--- config.mk ---
export PLATFORM = sky130hd
export DESIGN_NAME = complex_wb_stage
export DESIGN_NICKNAME = d
export VERILOG_FILES = /design/src/rtl/complex_wb_stage.sv
export SDC_FILE = /design/constraint.sdc
export NUM_CORES = 1
export LEC_CHECK = 0
export BUFFER_PORTS_ARGS = -buffer_cell sky130_fd_sc_hd__buf_2
export CAP_MARGIN = 25
export CORE_MARGIN = 10
export CORE_UTILIZATION = 60
export CTS_CLUSTER_DIAMETER = 200
export DETAILED_ROUTE_END_ITERATION = 7
export GPL_TIMING_DRIVEN = 0
export PLACE_DENSITY = 0.83
export SLEW_MARGIN = 20
export SYNTH_ARGS = -nofsm -noshare
export SYNTH_HDL_FRONTEND = slang
export SYNTH_SLANG_ARGS = --single-unit
--- constraint.sdc ---
create_clock -name clk -period 8.65 [get_ports clk]
set_clock_uncertainty 0.05 [all_clocks]
set_input_delay 0.4325 -clock clk [delete_from_list [all_inputs] [get_ports clk]]
set_output_delay 0.4325 -clock clk [all_outputs]
set_load 0.1 [all_outputs]
--- src/rtl/complex_wb_stage.sv ---
// complex_wb_stage: fixed-latency writeback pipeline feeding a credit-guarded FIFO.
// Optional residue error tracking is enabled with RESIDUE_CHECK_EN.
`ifndef SIZE_DATA
`define SIZE_DATA 32
`endif
`ifndef EXECUTION_FLAGS
`define EXECUTION_FLAGS 6
`endif
`ifndef SIZE_PHYSICAL_LOG
`define SIZE_PHYSICAL_LOG 7
`endif

module complex_wb_stage #(
  parameter int LATENCY = 3,
  parameter int DEPTH = 4
) (
  input  logic                          clk,
  input  logic                          reset,
  input  logic                          valid_i,
  input  logic [2*`SIZE_DATA-1:0]       result_i,
  input  logic [`EXECUTION_FLAGS-1:0]   flags_i,
  input  logic                          error_i,
  input  logic [`SIZE_PHYSICAL_LOG-1:0] tag_i,
  input  logic                          flush_i,
  input  logic                          wb_ready_i,
  output logic                          stall_o,
  output logic                          wb_valid_o,
  output logic [`SIZE_DATA-1:0]         wb_data_o,
  output logic [`SIZE_PHYSICAL_LOG-1:0] wb_tag_o,
  output logic [`EXECUTION_FLAGS-1:0]   wb_flags_o,
  output logic                          overflow_o,
  output logic                          err_sticky_o,
  output logic [7:0]                    err_count_o
);
  localparam int AW = $clog2(DEPTH);
  typedef struct packed {
    logic [`SIZE_DATA-1:0]         data;
    logic [`SIZE_PHYSICAL_LOG-1:0] tag;
    logic [`EXECUTION_FLAGS-1:0]   flags;
`ifdef RESIDUE_CHECK_EN
    logic                          err;
`endif
  } entry_t;
  logic [LATENCY-1:0] pv_q, pv_d;
  entry_t pe_q [LATENCY];
  entry_t pe_d [LATENCY];
  entry_t mem_q [DEPTH];
  entry_t mem_d [DEPTH];
  entry_t in_e, head;
  logic [AW-1:0] rd_q, rd_d, wr_q, wr_d;
  logic [AW:0] cnt_q, cnt_d, credit_q, credit_d;
  logic overflow_q, overflow_d;
  logic accept, push, pop;
  logic unused_ok;
  assign unused_ok = ^{result_i[2*`SIZE_DATA-1:`SIZE_DATA], error_i};
  assign stall_o = credit_q >= (AW+1)'(DEPTH);
  assign wb_valid_o = cnt_q != '0;
  assign head = mem_q[rd_q];
  assign wb_data_o = wb_valid_o ? head.data : '0;
  assign wb_tag_o = wb_valid_o ? head.tag : '0;
  assign wb_flags_o = wb_valid_o ? head.flags : '0;
  assign overflow_o = overflow_q;
  assign accept = valid_i & ~stall_o & ~flush_i;
  assign push = pv_q[LATENCY-1] & ~flush_i;
  assign pop = wb_valid_o & wb_ready_i & ~flush_i;
  always_comb begin
    in_e.data = result_i[`SIZE_DATA-1:0];
    in_e.tag = tag_i;
`ifdef RESIDUE_CHECK_EN
    // Exception flag is folded in at capture so the FIFO holds final flags.
    in_e.flags = flags_i | {{(`EXECUTION_FLAGS-2){1'b0}}, error_i, 1'b0};
    in_e.err = error_i;
`else
    in_e.flags = flags_i;
`endif
    pv_d[0] = accept;
    pe_d[0] = in_e;
    for (int i = 1; i < LATENCY; i++) begin
      pv_d[i] = pv_q[i-1];
      pe_d[i] = pe_q[i-1];
    end
    if (flush_i) pv_d = '0;
    mem_d = mem_q;
    if (push) mem_d[wr_q] = pe_q[LATENCY-1];
    wr_d = flush_i ? '0 : wr_q + AW'(push);
    rd_d = flush_i ? '0 : rd_q + AW'(pop);
    cnt_d = flush_i ? '0 : cnt_q + (AW+1)'(push) - (AW+1)'(pop);
    credit_d = flush_i ? '0 : credit_q + (AW+1)'(accept) - (AW+1)'(pop);
    overflow_d = valid_i & stall_o;
  end
  always_ff @(posedge clk) begin
    if (reset) begin
      pv_q <= '0;
      rd_q <= '0;
      wr_q <= '0;
      cnt_q <= '0;
      credit_q <= '0;
      overflow_q <= 1'b0;
    end else begin
      pv_q <= pv_d;
      rd_q <= rd_d;
      wr_q <= wr_d;
      cnt_q <= cnt_d;
      credit_q <= credit_d;
      overflow_q <= overflow_d;
    end
  end
  always_ff @(posedge clk) begin
    pe_q <= pe_d;
    mem_q <= mem_d;
  end
`ifdef RESIDUE_CHECK_EN
  logic err_q, err_d;
  logic [7:0] err_cnt_q, err_cnt_d;
  logic push_err;
  assign push_err = push & pe_q[LATENCY-1].err;
  assign err_d = err_q | push_err;
  assign err_cnt_d = (push_err && err_cnt_q != 8'hff) ? err_cnt_q + 8'd1 : err_cnt_q;
  always_ff @(posedge clk) begin
    if (reset) begin
      err_q <= 1'b0;
      err_cnt_q <= '0;
    end else begin
      err_q <= err_d;
      err_cnt_q <= err_cnt_d;
    end
  end
  assign err_sticky_o = err_q;
  assign err_count_o = err_cnt_q;
`else
  assign err_sticky_o = 1'b0;
  assign err_count_o = '0;
`endif
endmodule

# [Yosys cells after proc, flatten, opt, wreduce, memory -nomap -nowiden]
# Index checks and enable logic that the tools add are counted.
# W data, S select, Z words.
[classes] n_addsub=6 order_cmp=4 muxes=9 n_bitwise=10 reduce_logical=3
[op_table] cell="$bwmux W180" n=1
[op_table] cell="$mux W45" n=3
[op_table] cell="$bmux W45 S2" n=1
[op_table] cell="$demux W45 S2" n=1
[op_table] cell="$mux W32" n=1
[op_table] cell="$ge A3 B3 Y1 const B" n=3
[op_table] cell="$mux W7" n=1
[op_table] cell="$add A3 B1 Y3" n=2
[op_table] cell="$and A1 B1 Y1" n=6
[op_table] cell="$mux W6" n=1
[op_table] cell="$not A2 Y3" n=2
[op_table] cell="$sub A3 B1 Y3" n=2
[op_table] cell="$add A2 B1 Y2" n=2
[op_table] cell="$lt A3 B1 Y1 const B" n=1
[op_table] cell="$reduce_bool A3 Y1" n=1
[op_table] cell="$not A1 Y1" n=2
[op_table] cell="$reduce_or A2 Y1" n=1
[op_table] cell="$logic_and A1 B1 Y1" n=1
[word_totals] ff_bits=329 input_bits=83 word_cells=59

# [Logic depth before layout (Yosys ltp)]
[depth] word_depth=6 mapped_depth=9 ltp_nobuf=9

# [Worst setup path before layout]
# OpenSTA, ideal clock, no wires.
[synth_path] kind="in2reg" start="input flush_i" end="register mem_q[45] (netlist bit) (enable)" setup_ps=513 arrival_time_ps=3932 path_slack_ps=4155 stages=2 path_buffers=0 path_cell_list="nand2b_1 -> nor3b_1"
[synth_between] elab_chain_len=2
[synth_rtl] item="from (decl)" line="24" source="input logic flush_i,"
[synth_rtl] item="$not A1 Y1" line="64" source="assign push = pv_q[LATENCY-1] & ~flush_i;"
[synth_rtl] item="$and A1 B1 Y1" line="64"
[synth_rtl] item="to (signal assigned)" line="110" source="mem_q <= mem_d;"
[synth_rtl] item="to (decl)" line="47" source="entry_t mem_q [DEPTH];"
# Every way passes these cells.
# A chain may end at the register's enable or synchronous reset.

# [Final worst setup path]
[layout_path] start="register cnt_q[0]" end="output wb_data_o[28]"
[layout_between] elab_chain_len=2
[layout_rtl] item="from (decl)" line="51" source="logic [AW:0] cnt_q, cnt_d, credit_q, credit_d;"
[layout_rtl] item="from (signal assigned)" line="103" source="cnt_q <= cnt_d;"
[layout_rtl] item="$reduce_bool A3 Y1" line="57" source="assign wb_valid_o = cnt_q != '0;"
[layout_rtl] item="$mux W32" line="59" source="assign wb_data_o = wb_valid_o ? head.data : '0;"
[layout_rtl] item="to (decl)" line="28" source="output logic [`SIZE_DATA-1:0] wb_data_o,"
# Every way passes these cells.

==> results.tsv <==
stage	metric	value	unit
routing	via_per_inst	5.016	
sta	rsz0062_at_grt	false	
yosys	syn-mean-instance-area	20.54	sq um
floorplanning	core_area	16640	sq um
global_route	use_met1	19.50	%
floorplanning	rows	47	
cells_and_area	fin_util	76.04	%
clocking	cts_hold_buf	45	
floorplanning	die_x	150.4	um
cells_and_area	fillers	910	
cells_and_area	num-nets-final	781	
routing	firstDrtPassIters	4	
global_route	track_usage	15.84	%
sta	max_freq	346.7	MHz
cells_and_area	area_growth	23.98	%
clocking	cts_root_buf	clkbuf_16	
placement	portBuffers	97	
sta	drv_slew	0	
floorplanning	dieArea	22630	sq um
global_route	grt_use_met2	27.36	%
clocking	ctsLongestPathBuffers	3	
yosys	synth_area_leaders	edfxtp_1, dfxtp_1, mux4_2	
setup_path	end_kind	primary output	
sta	setup-tns-final	0	ps
placement	routabilityCongestion	0.7645	
cells_and_area	diodes	0	
cells_and_area	drive_gt1_share	31.52	%
pwr	power.share.clock	42.3	%
yosys	yosysWarnings	0	
pwr	ir_drop	0.2217	mV
setup_path	cpMaxStageDelayCell	clkbuf_1	
clocking	clk_pin_slew	60	ps
yosys	synth_top_area_share	52.95	%
global_route	grt_max_degree	46	
clocking	clk_latency	540	ps
setup_path	crit_required	8170	ps
global_route	grt_overflow_total	0	
global_route	grtUsageMet3	4.052	%
routing	drt_iter0_markers	299	
clocking	post_cts_resized	0	
pwr	combPwrFrac	1.8	%
clocking	htreeDepth	1	
pwr	power_density	239.6	nW/um^2
clocking	numCtsBuffers	30	
yosys	synth_top_cell_by_area	edfxtp_1	
setup_path	critPathMaxStageDelay	440	ps
sta	slew_headroom	48.58	%
setup_path	cp_top_family	buffers and inverters	
worst_hold_path	hold_class	in2reg	
sta	whs	24.43	ps
floorplanning	die_h	150.4	um
setup_path	path_cells	nor3_2 > clkbuf_2 > clkbuf_1 > and2b_1 > buf_2	
routing	ant_nets	0	
placement	place_worst_setup_slack	6146	ps
yosys	seq_area_frac_synth	82.18	%
pwr	p_leak	0.004736	uW
clocking	postCtsSetupRepairBufs	0	
flow_run	drv_cap	0	
global_route	antenna_found_initial	0	
pwr	power_frac_seq	55.9	%
routing	route.detailed.drc	0	
pwr	sw_frac_of_total	18.78	%
yosys	synth_area	10210	sq um
pwr	p_int	2463	uW
cells_and_area	mostFrequentLayoutCell	edfxtp_1	
yosys	netlist_instances	497	
sta	worst_pin_slew	767.1	ps
global_route	grt_pass1_vias	5179	
pwr	switchingPower	569.5	uW
setup_path	cp_num_buf_inv	3	
clocking	cts_sinks	329	
setup_path	cp-start-kind	flip-flop	
floorplanning	io_pins	140	
setup_path	cp_max_fo	10	
global_route	grt_first_pass_wirelength	27880	um
placement	post-dp-hpwl	11370	um
cells_and_area	layout_common_cells	edfxtp_1, dfxtp_1, buf_2, mux4_2, dlygate4sd3_1	
routing	vias	4700	
clocking	cts_tree	done	
yosys	synth_cell_types	30	
setup_path	critPathKind	reg2out	
sta	worst_slack	5766	ps
setup_path	critPathArrivalTime	2400	ps
sta	setup-violations-final	0	
routing	postRouteWirelength	17680	um
global_route	busiest_layer	met2	
floorplanning	start_util	61.33	%
sta	fin_crit_sh	33.34	%
cells_and_area	seq_area	8388	sq um
run_status	outcome	finished clean	
yosys	synth-seq-cells	329	
sta	min_period	2884	ps
sta	final_hold_viol_count	0	
cells_and_area	multiInputGateArea	1685	sq um
routing	wire_per_inst	18.86	um
## final timing paths
check / depth (start not counted) / from / endpoint / slack, ps
setup / recovery: 5 / cnt_q[0] / wb_data_o[28] / 5770
hold / removal: 2 / reset / overflow_o / 20
setup reg to reg: 8 / cnt_q[0] / cnt_q[2] / 6230
hold reg to reg: 0 / pe_d[20] / pe_q[20] / 270
## Yosys cell counts (all sizes together)
cell,n
fa,2
nor3,2
and2b,7
buf,19
nand2b,2
o21ai,1
dfxtp,149
nor2,10
inv,4
and2,7
xor2,1
clkbuf,7
conb,1
xnor2,6
or3,2
or2,1
nor2b,38
and3,1
o31ai,1
a21oi,1
nor3b,1
ha,3
nand2,6
edfxtp,180
mux4,45
## sequential cells by signal, indices dropped and copies added (netlist names)
| name | count |
|---|---|
| pe_q | 45 |
| cnt_q | 3 |
| credit_q | 3 |
| rd_q | 2 |
| wr_q | 2 |
| mem_q | 180 |
| pe_d | 90 |
| overflow_o | 1 |
| pv_q | 3 |
## layer usage
metal  routed length [um]  part of all wire [%]
met2                 9141                    52
met4                  263                   1.5
met3                 1171                   6.6
met1                 7099                    40
met5                    0                     0
## cell type report
| class | count | share of cell area (%) |
|---|---|---|
| clock inverter | 6 | 0.3164 |
| inverter | 4 | 0.1186 |
| sequential | 329 | 66.28 |
| clock buffer | 50 | 7.593 |
| multi-input combinational | 146 | 13.32 |
| tap | 220 | 2.175 |
| buffer | 26 | 1.355 |
| timing repair buffer | 156 | 8.839 |
## cells by family (layout without fill, tap and decap cells)
group | Yosys count | count (layout) | synth area share, %
DFF | 329 | 329 | 82.18
and+or+nand+nor | 77 | 77 | 4.450
muxes | 45 | 45 | 9.929
buffers and inverters | 30 | 242 | 1.826
xor gates and xnor gates | 7 | 7 | 0.6006
adders and majority gates | 5 | 5 | 0.7600
AOI/OAI and AO/OA | 3 | 3 | 0.2205
other | 1 | 9 | 0.03674
## power by group through the flow
stage	clock network, uW	registers, uW	logic, uW
after detailed placement	0	1730	38.7
after CTS	1300	1700	54.6
after global placement	0	1730	37.5
after floorplan	0	1720	25.8
after global routing	1370	1700	58.4
final	1280	1700	55.0
## through the flow
stage               total power, uW  area (sq um)  std cells
CTS                            3056         12650        937
detailed placement             1768         11200        836
global route                   3130         12650        937
floorplan                      1749         10240        505
global placement               1763         11000        822
finish                         3033         12650        937
Power figures use the tool's default switching activity.
